### src/rtl/jump_engine_pkg.sv
// Shared game definitions: jump FSM encoding and default physics constants.
package jump_engine_pkg;

   typedef enum logic {
      ST_GROUND = 1'b0,
      ST_AIR    = 1'b1
   } jump_state_e;

   // Physics defaults, tuned for a 200 Hz physics tick.
   localparam int DEF_V_JUMP     = 8;
   localparam int DEF_GRAVITY    = 1;
   localparam int DEF_HOLD_TICKS = 3;

   // CLK cycles per physics tick with a 100 MHz CLK.
   localparam int DEF_TICK_DIV   = 500000;

endpackage

### src/rtl/tick_gen.sv
// Free-running divider producing a one-cycle tick every TICK_DIV CLK cycles.
module tick_gen
   import jump_engine_pkg::*;
#(
   parameter int TICK_DIV = DEF_TICK_DIV
) (
   input  logic CLK,
   input  logic clrn,
   output logic tick
);

   localparam int CW = $clog2(TICK_DIV);
   localparam logic [CW-1:0] TC = CW'(TICK_DIV - 1);

   logic [CW-1:0] cnt;

   assign tick = (cnt == TC);

   // Count 0..TICK_DIV-1 and wrap on the tick cycle.
   always_ff @(posedge CLK or negedge clrn) begin
      if (!clrn) cnt <= '0;
      else if (tick) cnt <= '0;
      else cnt <= cnt + CW'(1);
   end

endmodule

### src/rtl/jump_engine.sv
// Dinosaur jump physics: button -> height trajectory with hold-to-extend,
// multi-jump, ceiling clamp, landing pulse and freeze.
//
//   state     | meaning
//   ----------+-----------------------------------------------
//   ST_GROUND | resting at height 0, velocity 0, no jumps used
//   ST_AIR    | trajectory in progress, physics advances per tick
module jump_engine
   import jump_engine_pkg::*;
#(
   parameter int H_W        = 6,
   parameter int V_W        = 5,
   parameter int TICK_DIV   = DEF_TICK_DIV,
   parameter int V_JUMP     = DEF_V_JUMP,
   parameter int GRAVITY    = DEF_GRAVITY,
   parameter int HOLD_TICKS = DEF_HOLD_TICKS,
   parameter int MAX_JUMPS  = 2
) (
   input  logic           CLK,
   input  logic           clrn,
   input  logic           btn_jump,
   input  logic           game_status,
   output logic [H_W-1:0] dinosaur_height,
   output logic           airborne,
   output logic [1:0]     jump_count,
   output logic           landed
);

   localparam int HC_W = (HOLD_TICKS < 2) ? 1 : $clog2(HOLD_TICKS + 1);
   localparam logic [HC_W-1:0]       HOLD_LIM = HC_W'(HOLD_TICKS);
   localparam logic [1:0]            MAX_JC   = 2'(MAX_JUMPS);
   localparam logic signed [V_W-1:0] V_LAUNCH = V_W'(V_JUMP);
   localparam logic signed [V_W:0]   V_GRAV   = (V_W + 1)'(GRAVITY);
   localparam logic signed [V_W-1:0] V_FLOOR  = {1'b1, {(V_W - 1){1'b0}}};
   localparam logic signed [H_W+1:0] H_CEIL   = {2'b00, {H_W{1'b1}}};

   logic tick;
   logic btn_s1, btn_s2, btn_s3, btn_rise, req_pend;

   jump_state_e             state_q, state_d;
   logic [H_W-1:0]          h_q, h_d;
   logic signed [V_W-1:0]   v_q, v_d, v_g;
   logic [1:0]              jc_q, jc_d, jc_g;
   logic [HC_W-1:0]         hc_q, hc_d;
   logic                    land_d, land_q;
   logic signed [H_W+1:0]   h_sum;
   logic signed [V_W:0]     v_sub;
   logic                    touch;

   tick_gen #(.TICK_DIV(TICK_DIV)) u_tick (
      .CLK  (CLK),
      .clrn (clrn),
      .tick (tick)
   );

   assign btn_rise = btn_s2 & ~btn_s3;

   // Synchronise the button and keep the previous level for edge detect.
   always_ff @(posedge CLK or negedge clrn) begin
      if (!clrn) begin
         btn_s1 <= 1'b0;
         btn_s2 <= 1'b0;
         btn_s3 <= 1'b0;
      end else begin
         btn_s1 <= btn_jump;
         btn_s2 <= btn_s1;
         btn_s3 <= btn_s2;
      end
   end

   // Latch one jump request per tick window; frozen game drops requests.
   always_ff @(posedge CLK or negedge clrn) begin
      if (!clrn) req_pend <= 1'b0;
      else if (!game_status) req_pend <= 1'b0;
      else if (btn_rise) req_pend <= 1'b1;
      else if (tick) req_pend <= 1'b0;
   end

   // Per-tick physics step: grant, then position, then gravity/hold.
   always_comb begin
      state_d = state_q;
      h_d     = h_q;
      v_d     = v_q;
      jc_d    = jc_q;
      hc_d    = hc_q;
      land_d  = 1'b0;
      v_g     = v_q;
      jc_g    = jc_q;
      h_sum   = '0;
      v_sub   = '0;
      touch   = 1'b0;
      if (tick && game_status) begin
         if (req_pend) begin
            if (state_q == ST_GROUND) begin
               v_g     = V_LAUNCH;
               jc_g    = 2'd1;
               hc_d    = '0;
               state_d = ST_AIR;
            end else if (jc_q < MAX_JC) begin
               v_g  = V_LAUNCH;
               jc_g = jc_q + 2'd1;
               hc_d = '0;
            end
         end
         // V_W is narrower than H_W+2, so sign-extend velocity into the sum.
         h_sum = $signed({2'b00, h_q}) + $signed({{(H_W + 2 - V_W){v_g[V_W-1]}}, v_g});
         touch = (state_d == ST_AIR) &&
                 (h_sum[H_W+1] || (h_sum == '0)) &&
                 (v_g[V_W-1] || (v_g == '0));
         v_d  = v_g;
         jc_d = jc_g;
         if (touch) begin
            h_d     = '0;
            v_d     = '0;
            jc_d    = '0;
            land_d  = 1'b1;
            state_d = ST_GROUND;
         end else if (state_d == ST_AIR) begin
            if (h_sum > H_CEIL) begin
               h_d = {H_W{1'b1}};
               v_d = '0;
            end else begin
               h_d = h_sum[H_W-1:0];
            end
            if (btn_s2 && (hc_d < HOLD_LIM)) begin
               hc_d = hc_d + HC_W'(1);
            end else begin
               v_sub = {v_d[V_W-1], v_d} - V_GRAV;
               v_d   = (v_sub[V_W] != v_sub[V_W-1]) ? V_FLOOR : v_sub[V_W-1:0];
            end
         end
      end
   end

   // Physics and FSM state register.
   always_ff @(posedge CLK or negedge clrn) begin
      if (!clrn) begin
         state_q <= ST_GROUND;
         h_q     <= '0;
         v_q     <= '0;
         jc_q    <= '0;
         hc_q    <= '0;
         land_q  <= 1'b0;
      end else begin
         state_q <= state_d;
         h_q     <= h_d;
         v_q     <= v_d;
         jc_q    <= jc_d;
         hc_q    <= hc_d;
         land_q  <= land_d;
      end
   end

   assign dinosaur_height = h_q;
   assign jump_count      = jc_q;
   assign landed          = land_q;
   assign airborne        = (state_q == ST_AIR);

endmodule
### config.mk
export PLATFORM = sky130hd
export DESIGN_NAME = jump_engine
export DESIGN_NICKNAME = d
export VERILOG_FILES = /design/src/rtl/jump_engine_pkg.sv /design/src/rtl/tick_gen.sv /design/src/rtl/jump_engine.sv
export SDC_FILE = /design/constraint.sdc
export NUM_CORES = 1
export LEC_CHECK = 0
export CORE_ASPECT_RATIO = 1.25
export CORE_MARGIN = 3
export CORE_UTILIZATION = 35
export DETAILED_ROUTE_END_ITERATION = 7
export PLACE_DENSITY = 0.62
export SLEW_MARGIN = 5
export SYNTH_ARGS = -nofsm -noshare
export SYNTH_HDL_FRONTEND = slang
export SYNTH_SLANG_ARGS = --single-unit
### constraint.sdc
create_clock -name CLK -period 10.4 [get_ports CLK]
set_clock_uncertainty 0.1 [all_clocks]
set_input_delay 2.08 -clock CLK [delete_from_list [all_inputs] [get_ports CLK]]
set_output_delay 2.08 -clock CLK [all_outputs]
set_load 0.02 [all_outputs]
* Word level (Yosys, flattened, before mapping) *
Cells that the tools add are included.

cells by class
  add/subtract/negate cells = 5
  magnitude comparators = 3
  equal/unequal tests = 4
  muxes and demuxes = 35
  bitwise gates (word level) = 2
  reduce and logical (&&, ||, !) cells = 12

operators by type and width
  kind                                                                             number
  5-bit 2-to-1 mux                                                                 12
  2-bit 2-to-1 mux                                                                 11
  19-bit by 1-bit adder with 19-bit output, second input constant                  1
  19-bit equality test, second input constant                                      1
  19-bit 2-to-1 mux                                                                1
  6-bit 2-to-1 mux                                                                 3
  7-bit by 5-bit adder with 8-bit output                                           1
  8-bit by 7-bit greater-than comparator with 1-bit output, second input constant  1
  8-bit logical NOT                                                                1
  1-bit 2-to-1 mux                                                                 8
  3-bit by 1-bit inequality test with 1-bit output, second input constant          2
  5-bit by 2-bit subtractor with 6-bit output, second input constant               1
  5-bit logical NOT                                                                1
  2-bit by 1-bit adder with 2-bit output, second input constant                    2
  1-bit logical AND                                                                4
  2-bit less-than comparator, second input constant                                2
  2-bit nonzero test                                                               2
  3-bit AND reduction                                                              1
  1-bit logical OR                                                                 2
  2-bit AND reduction                                                              1
  1-bit bitwise AND                                                                1
  1-bit inequality test                                                            1
  1-bit inverter                                                                   1

word-level totals
  flip-flop bits (word level) = 40
  input port bits = 4
  output and inout bits = 10
  word-level logic and storage cells = 72

* Longest topological paths before layout *
Gate-level depths: netlist of run 1.

  word-level depth = 18
  mapped depth = 16
  mapped depth without buffers = 15

* Cells and area by module *
From an unflattened synthesis of run 1, not the netlist that was laid out.

unflattened totals
  cell total of the unflattened synthesis = 258
  area total of the unflattened synthesis = 2418.6 um^2

modules (own cells, without submodules)
  module       times used  cells an instance  area each (um^2)  sequential area each (um^2)
  jump_engine  1           173                1501.4            525.5
  tick_gen     1           85                 917.1             475.5

* Worst setup path after synthesis of run 1 *
Ideal clock, no wire load.

  kind = flip-flop to flip-flop
  start = reg state_q, in the netlist airborne
  end = reg v_q[0]
  library setup time = 0.078 ns
  arrival time = 3.627 ns
  required time = 10.222 ns
  setup slack = 6.596 ns
  cell stages (with the launch flop) = 16
  buffers on the path = 3
  period minus slack after synthesis = 3.804 ns
  path through = dfrtp_1 -> buf_4 -> a21bo_4 -> and2_4 -> buf_6 -> ha_1 -> a21o_1 -> a21o_1 -> or3_4 -> a211oi_4 -> buf_6 -> nor2_1 -> ha_1 -> nand2b_1 -> a211o_1 -> a21oi_1

between the ends
  longest elaborated chain between the ends = 15
  elaborated cells between the ends (all ways) = 28
  classes of those cells = add/sub (2); order compare (2); eq/ne (1); mux (16); reduce/logical (7)

RTL lines
  element                                                   RTL line            text
  start: declaration                                        jump_engine.sv:40   jump_state_e state_q, state_d;
  start signal: assignment                                  jump_engine.sv:145  state_q <= state_d;
  5-bit 2-to-1 mux                                          jump_engine.sv:94   if (state_q == ST_GROUND) begin
  5-bit 2-to-1 mux                                          jump_engine.sv:93   if (req_pend) begin
  5-bit 2-to-1 mux                                          jump_engine.sv:92   if (tick && game_status) begin
  7-bit by 5-bit adder with 8-bit output                    jump_engine.sv:106  h_sum = $signed({2'b00, h_q}) + $signed({{(H_W + 2 - V_W){v_g[V_W-1]}}, v_g});
  8-bit by 7-bit greater-than comparator with 1-bit output  jump_engine.sv:119  if (h_sum > H_CEIL) begin
  5-bit 2-to-1 mux                                          jump_engine.sv:119
  5-bit 2-to-1 mux                                          jump_engine.sv:118  end else if (state_d == ST_AIR) begin
  5-bit 2-to-1 mux                                          jump_engine.sv:112  if (touch) begin
  5-bit 2-to-1 mux                                          jump_engine.sv:92
  5-bit by 2-bit subtractor with 6-bit output               jump_engine.sv:128  v_sub = {v_d[V_W-1], v_d} - V_GRAV;
  1-bit inequality test                                     jump_engine.sv:129  v_d = (v_sub[V_W] != v_sub[V_W-1]) ? V_FLOOR : v_sub[V_W-1:0];
  5-bit 2-to-1 mux                                          jump_engine.sv:129
  5-bit 2-to-1 mux                                          jump_engine.sv:125  if (btn_s2 && (hc_d < HOLD_LIM)) begin
  5-bit 2-to-1 mux                                          jump_engine.sv:118
  5-bit 2-to-1 mux *                                        jump_engine.sv:112
  end signal: assignment                                    jump_engine.sv:147  v_q <= v_d;
  end: declaration                                          jump_engine.sv:42   logic signed [V_W-1:0] v_q, v_d, v_g;

Mark *: on every way between the ends. The rest lies on a longest branch, timed or not. The select of a mux whose other input is x is not followed.
A chain may end at the register's enable or synchronous reset.

* Worst setup path after layout of run 1 *
Ends and elaborated chain as after synthesis.

==> results of run 1 <==
sequential cells by signal, indices dropped and copies added (netlist names):
| name | count |
|---|---|
| jump_count | 2 |
| btn_s2 | 1 |
| v_q | 5 |
| btn_s3 | 1 |
| airborne | 1 |
| req_pend | 1 |
| hc_q | 2 |
| btn_s1 | 1 |
| u_tick.cnt | 19 |
| dinosaur_height | 6 |
| landed | 1 |
report_power, final:
part	internal, mW	total [mW]	switching, mW
sequential	0.156	0.157	0.000747
combinational	0.00982	0.0276	0.0178
clock	0.0458	0.101	0.0549
total	0.212	0.285	0.0735
kinds of logic after synthesis:
group                      synth area share, %
AOI/OAI and AO/OA                         18.2
and+or+nand+nor                           21.4
xor gates and xnor gates                  8.02
adders and majority gates                 6.04
DFF                                       41.7
muxes                                    0.417
buffers and inverters                     4.27
layout make-up:
class,count,area (um^2)
tap,87,109
inverter,15,56.3
sequential,40,1000
clock buffer,6,72.6
multi-input combinational,190,1300
fill,682,3920
timing repair buffer,15,140
clock inverter,1,5.00
worst paths after layout:
| kind | cells past startpoint | start | slack, ns | to |
|---|---|---|---|---|
| setup reg to reg | 12 | airborne | 6.40 | v_q[0] |
| setup / recovery | 12 | airborne | 6.40 | v_q[0] |
| hold reg to reg | 0 | btn_s1 | 0.27 | btn_s2 |
| min in group asynchronous | 1 | clrn | 1.82 | u_tick.cnt[18] |
| max in group asynchronous | 1 | clrn | 7.83 | landed |
| hold / removal | 0 | btn_s1 | 0.27 | btn_s2 |
critical path, stage by stage (launching register included):
cell                       delay [ns]
sky130_fd_sc_hd__dfrtp_1         0.50
sky130_fd_sc_hd__a21bo_4         0.30
sky130_fd_sc_hd__and2_4          0.21
sky130_fd_sc_hd__ha_1            0.36
sky130_fd_sc_hd__a21o_1          0.27
sky130_fd_sc_hd__a21o_1          0.22
sky130_fd_sc_hd__or3_4           0.38
sky130_fd_sc_hd__a211oi_4        0.56
sky130_fd_sc_hd__nor2_1          0.12
sky130_fd_sc_hd__ha_1            0.36
sky130_fd_sc_hd__nand2b_1        0.17
sky130_fd_sc_hd__a211o_1         0.26
sky130_fd_sc_hd__a21oi_1         0.11
routing by layer:
metal  vias up  global-route usage [%]
li1        926                       -
met1       884                    17.0
met2        20                    24.0
met3         4                    2.83
met4         0                    3.38
met5         -                       0
stage by stage:
stage / util (%) / std cells / instance area [um^2] / hold WS (ns) / setup WS [ns]
floorplan: - / 252 / 2400 / 0.231 / 6.60
global placement: 39.4 / 347 / 2610 / 0.247 / 6.40
detailed placement: 39.4 / 347 / 2610 / 0.246 / 6.37
CTS: 40.6 / 354 / 2680 / 0.261 / 6.37
global route: 40.6 / 354 / 2680 / 0.268 / 6.17
finish: 40.6 / 354 / 2680 / 0.266 / 6.40
layout by cell type (no fill, tap or decap), types with 3 or more instances in the layout:
cell / Yosys / layout
sky130_fd_sc_hd__a21o_1: 3 / 3
sky130_fd_sc_hd__o21ai_0: 7 / 6
sky130_fd_sc_hd__clkbuf_8: 0 / 5
sky130_fd_sc_hd__nand4_1: 4 / 4
sky130_fd_sc_hd__and2_1: 4 / 4
sky130_fd_sc_hd__o31ai_1: 9 / 9
sky130_fd_sc_hd__nand3_1: 13 / 13
sky130_fd_sc_hd__nor2_1: 28 / 28
sky130_fd_sc_hd__dfrtp_1: 40 / 40
sky130_fd_sc_hd__inv_1: 15 / 15
sky130_fd_sc_hd__a21oi_1: 12 / 12
sky130_fd_sc_hd__and4_1: 3 / 3
sky130_fd_sc_hd__xnor2_1: 11 / 11
sky130_fd_sc_hd__clkdlybuf4s50_1: 0 / 12
sky130_fd_sc_hd__a31oi_1: 3 / 3
sky130_fd_sc_hd__nand2b_1: 6 / 6
sky130_fd_sc_hd__nor4_1: 3 / 3
sky130_fd_sc_hd__nand2_1: 20 / 20
sky130_fd_sc_hd__ha_1: 10 / 10
sky130_fd_sc_hd__nor2b_1: 6 / 6
sky130_fd_sc_hd__a211oi_1: 4 / 4
sky130_fd_sc_hd__xor2_1: 11 / 11
sky130_fd_sc_hd__nor3_1: 3 / 3
==> results.md, run 1 <==
- Library cell with the largest summed area after synthesis: sky130_fd_sc_hd__dfrtp_1
- Post-synthesis register bit count: 40
- Portion of the post-synthesis area used by sequential elements: a little over two fifths
- DR DRC count: 0
- Tightest Pin Transition: approximately 0.89 ns
- Detailed-route wire length on metal 1: ~2.3 mm
- Chip Height: approximately 99 um
- Synth top cells by count: 40 x sky130_fd_sc_hd__dfrtp_1, 28 x sky130_fd_sc_hd__nor2_1, 20 x sky130_fd_sc_hd__nand2_1
- Area growth, synth to finish: 11.7%
- Data required, critical path: roughly 11 ns
- Clock tree root driver cell: sky130_fd_sc_hd__clkbuf_8
- Final hold viol count: 0
- Ratio of final minimum period to clock period: between 30% and 40%
- Maximum clock insertion buffer count: 2
- PortBufs: 13
- Routed length on met3: around 100 um
- Worst slew margin: approximately two fifths
- Area of the die: approximately 8000 um^2
- Inserted Clock Buffers: 5
- Netlist area before placement: 2400 um^2
- Cell count after synthesis: approximately 250
- Standby leakage power: 1.16 nW
- Leading post-synthesis cells by cell area: sky130_fd_sc_hd__dfrtp_1 42%, sky130_fd_sc_hd__ha_1 5.2%, sky130_fd_sc_hd__nor2_1 4.4%, sky130_fd_sc_hd__xnor2_1 4.0%, sky130_fd_sc_hd__xor2_1 4.0%
- Clock tree from TritonCTS: built
- Post-synth EDFFs: 0
- Starting DRT DRC Count: between 100 and 150
- DR pass1 iterations: 4
- Share of Yosys cell area claimed by the top area cell type: a little over two fifths
- Crit path max fanout: 13
- Number of pins with negative max-slew slack in the final report: 0
- Maximum clock frequency: roughly 250 MHz
- Areal power density over the cells: ~110 nW/um^2
- Core outline area: between 6000 and 7000 um^2
- Arr. time, crit path: between 4 and 5 ns
- Routed WL: 4.89 mm
- Kind of launch point of the worst setup path: flip-flop
- Hold WC Path Type: reg2reg
- Overall Global Routing Usage: roughly 14%
- Clock latency reported for the late side of the worst-skew pair: about 0.29 ns
- Pin count of the biggest net entering global routing: roughly 40
- Count of nets after finishing: about 280
- Most used flip-flop cell after synthesis: sky130_fd_sc_hd__dfrtp_1
- Number of nets still failing antenna checks after routing: 0
- Routed via count divided by cell count: 5.18
- Post-CTS Resized: 0
- Starting utilization of the core area: about 36%
- GPL Wtd Cong: roughly 0.77
- Power consumption: roughly 0.29 mW
- Clock-pin slew reported for the worst setup and hold paths after clock tree synthesis: 0.08 ns
- Setup Total Neg Slack: 0 ns
- I/O pin count: 14
- Share of synthesized flip-flops with an asynchronous set or reset: 100%
- Drt wl/cell: between 10 and 15 um
- Via count of the first global-routing pass: 1855
- Mean post-synth cell area: roughly 9.5 um^2
- Clock sinks: 40
- Number of antenna repair diodes: 0
- Crit Path Category: reg2reg
- Fraction of layout instances using a drive strength above 1: 7.49%
- Post-detail-place hpwl: ~3.5 mm
- Horiz. Die Dim: 80.1 um
- Amount of wire on met2 after detailed routing: roughly 2.5 mm
- Number of nets produced by synthesis: between 200 and 300
- Post-CTS repair timing setup buffer count: 0
- Placement row count: 33
- Global route overflow: 0
- Highest routed layer: met4
- Final setup violating endpoints: 0
- Final period demand of the worst path: 4.00 ns
- Routed via count: 1834
- Max Cap Violations: 0
- First-pass GRT wire length: 8.70 mm
- Count of unique library cells instantiated by Yosys: just over 50
- Outcome: complete, no violations
- RSZ-0062 raised after global routing: no
- Worst vdd ir: 0.0000746 V
- Top-count cell post-synth: sky130_fd_sc_hd__dfrtp_1
- Kind of capture point of the worst setup path: flip-flop
- Number of antenna violations at the first check in global routing: 0
- Hold buffer count at CTS: 0
- Yosys warning count: 0
- Level count of the clock H-tree: 2
(Power assumes the default switching activity.)
==> run 2: changes to the inputs <==
==> constraint.sdc (replaced) <==
create_clock -name CLK -period 3.9 [get_ports CLK]
set_clock_uncertainty 0.1 [all_clocks]
set_input_delay 0.78 -clock CLK [delete_from_list [all_inputs] [get_ports CLK]]
set_output_delay 0.78 -clock CLK [all_outputs]
set_load 0.02 [all_outputs]
==> run 2 against run 1 <==
Compared with the run above: sequential cell count is the same; non-clock buffer count grew 3; critical path type unchanged; maximum frequency grew 9.6%; largest cell class unchanged; wire length fell by 5.0%.
==> results.md, run 2 (synthesized netlist as in run 1, its figures left out) <==
- Area of the die: slightly below 8000 um^2
- Worst path slowest cell: sky130_fd_sc_hd__dfrtp_1
- Maximum clock insertion buffer count: 2
- Starting DRT DRC Count: 103
- I/O pin count: 14
- Hold Path Cell Cnt: 0
- Number of nets still failing antenna checks after routing: 0
- Final setup violating endpoints: 0
- Most common cell after layout, fill and taps aside: sky130_fd_sc_hd__dfrtp_1
- Drt wl/cell: 13.0 um
- Maximum clock frequency: 274 MHz
- Clock-pin slew reported for the worst setup and hold paths after clock tree synthesis: about 0.080 ns
- Clock tree from TritonCTS: built
- Area post-placement: between 2000 and 3000 um^2
- Chip Height: 98.6 um
- Hold Startpoint: btn_s1
- GPL Wtd Cong: around 0.85
- Post-detail-place hpwl: between 3 and 4 mm
- Worst flop-to-flop path endpoint: v_q[2]
- Crit Path Category: reg2reg
- Post-CTS Resized: 0
- Fraction of layout instances using a drive strength above 1: under 10%
- Routed WL: 4.65 mm
- Kind of capture point of the worst setup path: flip-flop
- Final period demand of the worst path: approximately 3.7 ns
- Routed via count: roughly 1800
- Global route overflow: 0
- Arr. time, crit path: between 3 and 4 ns
- Routed via count divided by cell count: between 5 and 6
- Number of antenna repair diodes: 0
- Hold WC Path Type: reg2reg
- Reg-to-reg startpoint: airborne
- Number of antenna violations at the first check in global routing: 0
- Areal power density over the cells: 308 nW/um^2
- Ratio of final minimum period to clock period: a little over nine tenths
- Pin count of the biggest net entering global routing: 41
- Clock sinks: 40
- Final hold viol count: 0
- Horiz. Die Dim: 80.1 um
- Level count of the clock H-tree: 2
- Via count of the first global-routing pass: 1855
- Hold worst-path end: btn_s2
- Length in cells of the worst reg-to-reg path: 12
- Outcome: complete, no violations
- Flip-flop count of the largest register after layout: 19
- Kind of launch point of the worst setup path: flip-flop
- Data required, critical path: around 4 ns
- Clock latency reported for the late side of the worst-skew pair: about 0.30 ns
- Core outline area: ~6600 um^2
- Number of pins with negative max-slew slack in the final report: 0
- Max Cap Violations: 0
- Standby leakage power: around 1.2 nW
- Starting utilization of the core area: 36.4%
- Count of nets after finishing: between 200 and 300
- Delay of the slowest cell on the worst path: slightly below 0.5 ns
- Area growth, synth to finish: 14.2%
- Inserted Clock Buffers: 5
- Tightest Pin Transition: 0.949 ns
- Top library cells by usage in the layout, fill and taps aside: 40 x sky130_fd_sc_hd__dfrtp_1, 28 x sky130_fd_sc_hd__nor2_1, 20 x sky130_fd_sc_hd__nand2_1
- Final design area excluding fillers: 2740 um^2
- Most flops, register: u_tick.cnt
- Worst Path Buf+Inv: 0
- Family of cells with the greatest summed delay on the critical path: compound AO/OA/AOI/OAI gates
- Clock tree root driver cell: sky130_fd_sc_hd__clkbuf_8
- Post-CTS repair timing setup buffer count: 0
- Worst vdd ir: between 0.00015 and 0.0002 V
- Placement row count: 33
- First-pass GRT wire length: 8.22 mm
- Worst slew margin: 36.3%
- DR DRC count: 0
- Internal reg-to-reg setup slack: between 0.2 and 0.25 ns
- PortBufs: 13
- Hold buffer count at CTS: 0
- RSZ-0062 raised after global routing: no
- Cell-by-cell trace of the critical path: a21bo_4 > and2_4 > ha_1 > a21o_1 > a21o_1 > or3_4 > a211oi_4 > nor2_1 > ha_1 > o21ai_0 > a31oi_1 > a221oi_2
- DR pass1 iterations: 4
- Overall Global Routing Usage: approximately 13%
- Crit path max fanout: 10
- Setup Total Neg Slack: 0 ns
[run 2: changes by cell type in the layout (fill, tap and decap cells not counted), sizes merged]
cell and change:
inv +1, buf +3, clkinvlp +1, bufinv +1
clkinv -1, clkbuf -1
[run 2: metrics by stage]
| stage | std cells | total power, mW | hold slack [ns] | setup slack, ns | util [%] |
|---|---|---|---|---|---|
| final | 358 | 0.844 | 0.253 | 0.247 | 41.5 |
| after global routing | 358 | 0.884 | 0.274 | 0.0280 | 41.5 |
| after CTS | 358 | 0.859 | 0.257 | 0.246 | 41.5 |
| after detailed placement | 350 | 0.503 | 0.236 | 0.276 | 39.8 |
| after global placement | 350 | 0.503 | 0.249 | 0.341 | 39.8 |
| after floorplan | 252 | 0.479 | 0.231 | 0.0957 | - |
[run 2: cell type report]
type | instances | area, um^2
Clock buffer | 5 | 68.8
Clock inverter | 3 | 46.3
Fill cell | 672 | 3860
Inverter | 15 | 56.3
Multi-Input combinational cell | 190 | 1300
Sequential cell | 40 | 1000
Tap cell | 87 | 109
Timing Repair Buffer | 18 | 163
[run 2: how the worst max path moves through the flow]
stage	startpoint	end	depth (start not counted)
floorplan	airborne	v_q[0]	15
global placement	airborne	v_q[0]	12
detailed placement	airborne	v_q[2]	12
CTS	airborne	v_q[2]	12
global route	airborne	v_q[2]	14
finish	airborne	v_q[2]	12
[run 2: worst register-to-register path, stage by stage (launching register included)]
cell                       delay (ns)
sky130_fd_sc_hd__dfrtp_1         0.49
sky130_fd_sc_hd__a21bo_4         0.29
sky130_fd_sc_hd__and2_4          0.20
sky130_fd_sc_hd__ha_1            0.35
sky130_fd_sc_hd__a21o_1          0.26
sky130_fd_sc_hd__a21o_1          0.21
sky130_fd_sc_hd__or3_4           0.38
sky130_fd_sc_hd__a211oi_4        0.30
sky130_fd_sc_hd__nor2_1          0.08
sky130_fd_sc_hd__ha_1            0.34
sky130_fd_sc_hd__o21ai_0         0.19
sky130_fd_sc_hd__a31oi_1         0.12
sky130_fd_sc_hd__a221oi_2        0.25
[run 2: routing by layer]
metal,up-vias,routed length (um),GRT usage (%)
li1,932,-,-
met1,832,2120,15.5
met2,20,2330,22.5
met3,10,123,3.11
met4,0,72,4.29
met5,-,0,0
[run 2: power by group]
group,switching [mW],total [mW],internal (mW)
combinational,0.0469,0.0747,0.0278
sequential,0.00178,0.418,0.417
clock,0.159,0.351,0.193
==> run 3: changes to the inputs <==
--- a/config.mk
+++ b/config.mk
@@ -5,11 +5,12 @@
 export SDC_FILE = /design/constraint.sdc
 export NUM_CORES = 1
 export LEC_CHECK = 0
+export ABC_CLOCK_PERIOD_IN_PS = 3900
 export CORE_ASPECT_RATIO = 1.25
 export CORE_MARGIN = 3
-export CORE_UTILIZATION = 35
+export CORE_UTILIZATION = 59
 export DETAILED_ROUTE_END_ITERATION = 7
-export PLACE_DENSITY = 0.62
+export PLACE_DENSITY = 0.89
 export SLEW_MARGIN = 5
 export SYNTH_ARGS = -nofsm -noshare
 export SYNTH_HDL_FRONTEND = slang
==> run 3 against run 2 <==
Compared with the run above: clock power down 3%; register-to-register slack worse by 0.03 ns; sequential share of layout area up 0.56 points; non-clock buffer count increased by 1; wire length rose by 4.2%; worst setup slack worse by 0.027 ns; global-route usage is 8.7 points higher; hold slack got worse by 0.0013 ns; die area is 38% lower; sequential power about the same; power is 1.5% lower; largest power group unchanged.
==> results.md, run 3 (synthesized netlist as in run 1, its figures left out) <==
- Post-detail-place hpwl: 3.53 mm
- Hold Path Cell Cnt: 0
- Number of antenna violations at the first check in global routing: 0
- Clock latency reported for the late side of the worst-skew pair: roughly 0.3 ns
- Arr. time, crit path: ~3.8 ns
- Reg-to-reg startpoint: airborne
- Area of the die: 4880 um^2
- Worst setup timing slack at the placement stage: 0.250 ns
- Drt wl/cell: approximately 15 um
- Clock sinks: 40
- Areal power density over the cells: roughly 310 nW/um^2
- Worst vdd ir: roughly 0.00030 V
- Maximum clock frequency: 272 MHz
- PortBufs: 13
- Most common cell after layout, fill and taps aside: sky130_fd_sc_hd__dfrtp_1
- Number of nets still failing antenna checks after routing: 0
- Post-CTS Resized: 0
- Overall Global Routing Usage: a little over a fifth
- Max Cap Violations: 0
- Clock tree root driver cell: sky130_fd_sc_hd__clkbuf_8
- Kind of capture point of the worst setup path: flip-flop
- Number of antenna repair diodes: 0
- Inserted Clock Buffers: 5
- Horiz. Die Dim: roughly 63 um
- Post-layout utilization of the core: between 70% and 80%
- Tightest Pin Transition: 0.866 ns
- Count of nets after finishing: between 200 and 300
- Standby leakage power: 1.20 nW
- Pin count of the biggest net entering global routing: 41
- Crit Path Category: reg2reg
- Core outline area: between 3000 and 4000 um^2
- Via count of the first global-routing pass: around 1900
- Crit path max fanout: 10
- Data required, critical path: a little over 4 ns
- Hold WC Path Type: reg2reg
- Final hold viol count: 0
- Power consumption: 0.832 mW
- Fraction of layout instances using a drive strength above 1: under 10%
- First-pass GRT wire length: between 8 and 9 mm
- Level count of the clock H-tree: 2
- DR DRC count: 0
- Number of pins with negative max-slew slack in the final report: 0
- Setup Total Neg Slack: 0 ns
- Final WS setup: around 0.22 ns
- Worst slew margin: a little over two fifths
- Flip-flop count of the largest register after layout: 19
- Internal reg-to-reg setup slack: between 0.2 and 0.25 ns
- I/O pin count: 14
- GPL Wtd Cong: between 0.9 and 1
- Post-CTS repair timing setup buffer count: 0
- Hold worst-path end: btn_s2
- Routed via count: between 1500 and 2000
- Worst flop-to-flop path endpoint: v_q[0]
- Routed WL: just under 5 mm
- Area growth, synth to finish: 12.4%
- Ratio of final minimum period to clock period: between 90 and 100%
- Clock-pin slew reported for the worst setup and hold paths after clock tree synthesis: about 0.08 ns
- Routed via count divided by cell count: approximately 5.8
- Final setup violating endpoints: 0
- Hold slack final: approximately 0.25 ns
- Length in cells of the worst reg-to-reg path: 12
- DR pass1 iterations: 5
- Final period demand of the worst path: 3.68 ns
- Most flops, register: u_tick.cnt
- Kind of launch point of the worst setup path: flip-flop
- Maximum clock insertion buffer count: 2
- Hold Startpoint: btn_s1
- Clock tree from TritonCTS: built
- Top library cells by usage in the layout, fill and taps aside: 40 x sky130_fd_sc_hd__dfrtp_1, 28 x sky130_fd_sc_hd__nor2_1, 20 x sky130_fd_sc_hd__nand2_1
- Outcome: complete, no violations
- Hold buffer count at CTS: 0
- Placement row count: 25
- Starting DRT DRC Count: around 110
- Starting utilization of the core area: about 62%
- Global route overflow: 0
- Chip Height: about 77 um
- RSZ-0062 raised after global routing: no
==> run 3: cell count changes in the layout (fill, tap and decap cells not counted) <==
cell,change
sky130_fd_sc_hd__clkinv_2,+1
sky130_fd_sc_hd__inv_6,-1
sky130_fd_sc_hd__clkbuf_1,+1
sky130_fd_sc_hd__clkinvlp_4,-1
sky130_fd_sc_hd__buf_4,+1
==> run 3: per-layer routing <==
layer  global-route usage [%]  share of wire [%]  up-vias  wire length [um]
li1                         -                  -      931                 -
met1                     25.2                 42      915              2020
met2                     36.7                 51       35              2480
met3                     3.62                3.4       15               166
met4                     13.9                3.7        0               181
met5                        0                  0        -                 0
==> run 3: worst max-delay path by stage <==
stage                         to  startpoint  slack, ns
after floorplan           v_q[0]    airborne        0.1
after global placement    v_q[0]    airborne       0.37
after detailed placement  v_q[3]    airborne       0.25
after CTS                 v_q[0]    airborne       0.23
after global routing      v_q[1]    airborne       0.03
final                     v_q[0]    airborne       0.22
==> run 3: cell type report <==
class / instances / area, um^2
clock buffers: 6 / 72.6
clock inverters: 2 / 35.0
flip-flops and latches: 40 / 1000
repair buffers: 19 / 170
well taps: 54 / 67.6
fillers: 313 / 1150
multi-input cells: 190 / 1300
inverters: 15 / 56.3
==> run 3: critical path, cell delays in order (launching register included) <==
cell                       delay, ns
sky130_fd_sc_hd__dfrtp_1        0.49
sky130_fd_sc_hd__a21bo_4        0.29
sky130_fd_sc_hd__and2_4         0.20
sky130_fd_sc_hd__ha_1           0.35
sky130_fd_sc_hd__a21o_1         0.27
sky130_fd_sc_hd__a21o_1         0.21
sky130_fd_sc_hd__or3_4          0.39
sky130_fd_sc_hd__a211oi_4       0.33
sky130_fd_sc_hd__nor2_1         0.09
sky130_fd_sc_hd__ha_1           0.34
sky130_fd_sc_hd__nand2b_1       0.17
sky130_fd_sc_hd__a211o_1        0.27
sky130_fd_sc_hd__a21oi_1        0.12
==> run 3: metrics by stage <==
step | instance area [um^2] | instances
4_1_cts | 2700 | 326
3_3_place_gp | 2590 | 318
2_1_floorplan | 2400 | 252
6_report | 2700 | 326
5_1_grt | 2700 | 326
3_5_place_dp | 2590 | 318
==> run 3: report_power, final <==
group          internal [mW]  leakage [nW]  switching, mW  total [mW]
combinational         0.0278         0.631         0.0469      0.0746
sequential             0.417         0.511        0.00178       0.418
clock                  0.190        0.0552          0.149       0.339
==> patch 1: new RTL, flow settings as in run 3 <==
Register the output `jump_count` once more, without a reset; this adds one clock of latency there. The other outputs are not delayed to match.
--- a/src/rtl/jump_engine.sv
+++ b/src/rtl/jump_engine.sv
@@ -152,7 +152,9 @@
    end
 
    assign dinosaur_height = h_q;
-   assign jump_count      = jc_q;
+   always_ff @(posedge CLK) begin
+      jump_count <= jc_q;
+   end
    assign landed          = land_q;
    assign airborne        = (state_q == ST_AIR);
 
Behaviour: same outputs for any inputs over 10 cycles, from zero or initial values; that may be too few to reach the edited logic, so the function may still have changed.
==> patch 1 against run 3 <==
Combinational power up 4.4%. Final area up 1.2%. Synthesized area up 1.7%. Clock power down 15%. Wire length up 4.2%. Non-clock buffer count up 1. Total power down 3.1%. Setup slack worse by 0.074 ns. Sequential cell count up 2. Critical endpoint unchanged.
==> patch 1: results <==
set metrics [dict create \
    status "finished clean" \
    cts_inserted_buffers 5 \
    portBuffers 13 \
    syn-num-nets 269 \
    clock_latency_ns 0.30 \
    wl_um 5050 \
    crit_arrival_ns 3.88 \
    leakagePower_nw 1.21 \
    dpl.hpwl_um 3750 \
    gp_congestion 0.890 \
    max-vdd-ir-drop_uv 276 \
    n_antenna_cell 0 \
    synth_common_cells "dfrtp_1 (40), nor2_1 (28), nand2_1 (20)" \
    dr.pass1.iters 4 \
    min_path_type "reg -> reg" \
    dpl-instance-area_um2 2640 \
    first_iter_violations 115 \
    cts-root-buf "clkbuf_8" \
    synth_area_leaders "dfrtp_1 (41%), ha_1 (5.1%), nor2_1 (4.3%), xnor2_1 (3.9%), xor2_1 (3.9%)" \
    critPathMaxFanout 10 \
    power.internal_mw 0.608 \
    fin_nets 289 \
    synth.yosys.seq_area_share_pct 42.6 \
    first_global_vias 1902 \
    final-setup-viol-count 0 \
    grt_pass1_wl_um 8800 \
    synth_cell_types 52 \
    tightestPinTransition_ns 0.899 \
    cts_resized 0 \
    drive_above_1_share_pct 9.45 \
    cp_slowest_stage_delay_ns 0.50 \
    grt_usage_pct 22.9 \
    async_flop_share_pct 95.2 \
    viasPerCell 5.79 \
]
==> patch 1: metrics by stage <==
| step | cells | setup slack [ns] |
|---|---|---|
| after floorplan | 254 | 0.0957 |
| after global placement | 321 | 0.366 |
| after detailed placement | 321 | 0.212 |
| after CTS | 329 | 0.164 |
| after global routing | 329 | 0.0287 |
| final | 329 | 0.146 |
==> patch 1: final timing paths <==
check,from,endpoint,slack (ns),cells past startpoint
min in group asynchronous,clrn,jc_q[1]$_DFFE_PN0P_,0.48,1
max in group asynchronous,clrn,u_tick.cnt[2]$_DFF_PN0_,2.67,1
worst min register to register,btn_s1$_DFF_PN0_,btn_s2$_DFF_PN0_,0.25,0
worst max-delay path,airborne$_DFFE_PN0P_,v_q[0]$_DFFE_PN0P_,0.15,12
worst max register to register,airborne$_DFFE_PN0P_,v_q[0]$_DFFE_PN0P_,0.15,12
worst min-delay path,btn_s1$_DFF_PN0_,btn_s2$_DFF_PN0_,0.25,0
==> patch 1: critical path, delay by kind of cell (launching register included) <==
family                     cells  cell delay (ns)
AOI/OAI and AO/OA              6             1.51
and+or+nand+nor                4             0.87
adders and majority gates      2             0.70
DFF                            1             0.50
==> patch 1: logic make-up (layout without fill, tap and decap cells) <==
kind of cell	Yosys count	after routing	share of synthesized area (%)
fa+ha+maj	11	11	5.94
mux	1	1	0.410
xor+xnor	22	22	7.89
compound gates	55	55	17.9
buf+inv	22	43	4.20
simple gates	101	101	21.1
flops	42	42	42.6
==> patch 1: layout make-up <==
class | count | area (µm²)
Clock buffer | 7 | 86.3
Fill cell | 332 | 1150
Inverter | 15 | 56.3
Multi-Input combinational cell | 190 | 1300
Tap cell | 54 | 67.6
Clock inverter | 1 | 5.00
Sequential cell | 42 | 1040
Timing Repair Buffer | 20 | 178
==> patch 1: routing by layer <==
layer,vias up,part of all wire [%],track usage (%)
met4,0,2.9,11.9
met1,927,41,25.5
met2,29,53,41.1
met3,14,2.8,3.91
met5,-,0,0
li1,935,-,-
==> patch 1: power by group through the flow <==
stage | Combinational [mW] | Sequential [mW] | Clock (mW)
6_report | 0.0779 | 0.439 | 0.289
5_1_grt | 0.0866 | 0.439 | 0.315
4_1_cts | 0.0779 | 0.439 | 0.295
3_5_place_dp | 0.0772 | 0.447 | 0
3_3_place_gp | 0.0746 | 0.447 | 0
2_1_floorplan | 0.0530 | 0.447 | 0
==> patch 2: new RTL, settings of run 3 <==
Made on the original files. Set the package constant `DEF_TICK_DIV` to 250000 (it was 500000).
--- a/src/rtl/jump_engine_pkg.sv
+++ b/src/rtl/jump_engine_pkg.sv
@@ -12,7 +12,7 @@
    localparam int DEF_HOLD_TICKS = 3;
 
    // CLK cycles per physics tick with a 100 MHz CLK.
-   localparam int DEF_TICK_DIV   = 500000;
+   localparam int DEF_TICK_DIV   = 250000;
 
 endpackage
 
Behaviour: no difference found for any inputs over 10 cycles, from zero or initial values; that may be too few to reach the edited logic, so the function may still have changed.
==> patch 2 against run 3 <==
Combinational power shrank 26%. Count of clock-buffer cells in the layout is the same. Wire length shrank 2.6%. Final area shrank 3.1%. Non-clock buffer count shrank 3. Hold slack gained 0.0041 ns. Synthesized area shrank 3.9%. Total power shrank 2.1%. Setup slack gained 0.087 ns. Sequential cell count shrank 1.
==> patch 2: results <==
set metrics [dict create \
    critPathMaxFanout 17 \
    max_slew_margin_pct 43.2 \
    synth_xor_area_share_pct 7.58 \
    leakagePower_nw 1.17 \
    cts_num_sinks 39 \
    multi_input_area_um2 1270 \
    r2r_start "req_pend$_DFFE_PN0P_" \
    avgSynthCellArea_um2 9.20 \
    viasPerCell 5.80 \
    nNonClkBuffers 16 \
    seq_share_pct 37.4 \
    dr.pass1.iters 4 \
    synth_cell_types 49 \
    crit_arrival_ns 3.70 \
    buffer_area_share_pct 5.64 \
    synth-main-ff-cell "dfrtp_1" \
    path_delay_family "adder cells" \
    dp_cells 314 \
    drive_above_1_share_pct 8.15 \
    wl_um 4720 \
    fillers 262 \
    multi_input_cells 196 \
    first_global_vias 1866 \
    fin_nets 284 \
    clock_latency_ns 0.29 \
    dp_slack_ns 0.307 \
    max-vdd-ir-drop_uv 277 \
    synth_common_cells "dfrtp_1 (39), nand2_1 (31), nor2_1 (24)" \
    grt_usage_pct 22.3 \
    dpl.hpwl_um 3370 \
    syn-num-nets 266 \
    largest_reg_flops 18 \
    n_antenna_cell 0 \
    cp_slowest_stage_delay_ns 0.43 \
    portBuffers 13 \
    synth.yosys.seq_area_share_pct 42.3 \
    wire_per_inst_um 14.7 \
    grt_pass1_wl_um 8250 \
    synth_mux_area_share_pct 1.73 \
    first_iter_violations 88 \
    antenna_found_initial 0 \
    n_all_inverters 11 \
    status "finished clean" \
    holdWs_ns 0.256 \
    min_to "btn_s2$_DFF_PN0_" \
    clk_share_pct 4.49 \
    grt_max_degree 40 \
    crit_slowest_cell "dfrtp_1" \
    power.switching_mw 0.182 \
    synth_area_leaders "dfrtp_1 (42%), ha_1 (5.4%), nand2_1 (5.0%), o21ai_0 (4.8%), xnor2_1 (4.6%)" \
    synth_fa_ha_area_share_pct 6.28 \
    synth_compound_area_share_pct 14.7 \
    cts.htree.levels 2 \
    reg2reg_depth 15 \
    dpl-instance-area_um2 2500 \
    synthesis.area_um2 2310 \
    gp_congestion 0.835 \
    regArea_um2 978 \
]
-- patch 2: power by group through the flow --
stage | combinational [mW] | sequential [mW] | clock (mW)
after floorplan | 0.0355 | 0.416 | 0
after global placement | 0.0529 | 0.416 | 0
after detailed placement | 0.0542 | 0.416 | 0
after CTS | 0.0552 | 0.408 | 0.353
after global routing | 0.0623 | 0.408 | 0.375
final | 0.0551 | 0.408 | 0.351
-- patch 2: worst max path at each step --
stage | from | to | slack (ns) | cells after the start
global route | req_pend$_DFFE_PN0P_ | v_q[0]$_DFFE_PN0P_ | 0.006 | 15
finish | req_pend$_DFFE_PN0P_ | v_q[0]$_DFFE_PN0P_ | 0.31 | 15
detailed placement | airborne$_DFFE_PN0P_ | v_q[0]$_DFFE_PN0P_ | 0.31 | 15
floorplan | airborne$_DFFE_PN0P_ | v_q[0]$_DFFE_PN0P_ | 0.19 | 17
CTS | airborne$_DFFE_PN0P_ | v_q[0]$_DFFE_PN0P_ | 0.27 | 15
global placement | airborne$_DFFE_PN0P_ | v_q[0]$_DFFE_PN0P_ | 0.48 | 15
-- patch 2: per-layer routing --
metal / vias to the layer above / share of wire (%) / global-route usage (%)
met2: 39 / 53 / 37.6
met5: - / 0 / 0
met4: 0 / 0.85 / 4.67
met1: 907 / 43 / 28.2
met3: 6 / 3.4 / 5.44
li1: 916 / - / -
-- patch 2: kinds of logic (layout without fill, tap and decap cells) --
logic type               after synthesis  count (layout)
adder cells (fa/ha/maj)               11              11
XOR/XNOR                              20              20
flip-flops                            39              39
AO/OA/AOI/OAI                         53              53
multiplexers                           4               4
buffers and inverters                 16              35
AND/OR/NAND/NOR                      108             108
-- patch 2: timing repair --
action / 4_1_cts / 5_1_grt
gates resized for setup: 0 / 2
endpoints found under the setup margin: 0 / 1
buffers inserted: 0 / 0
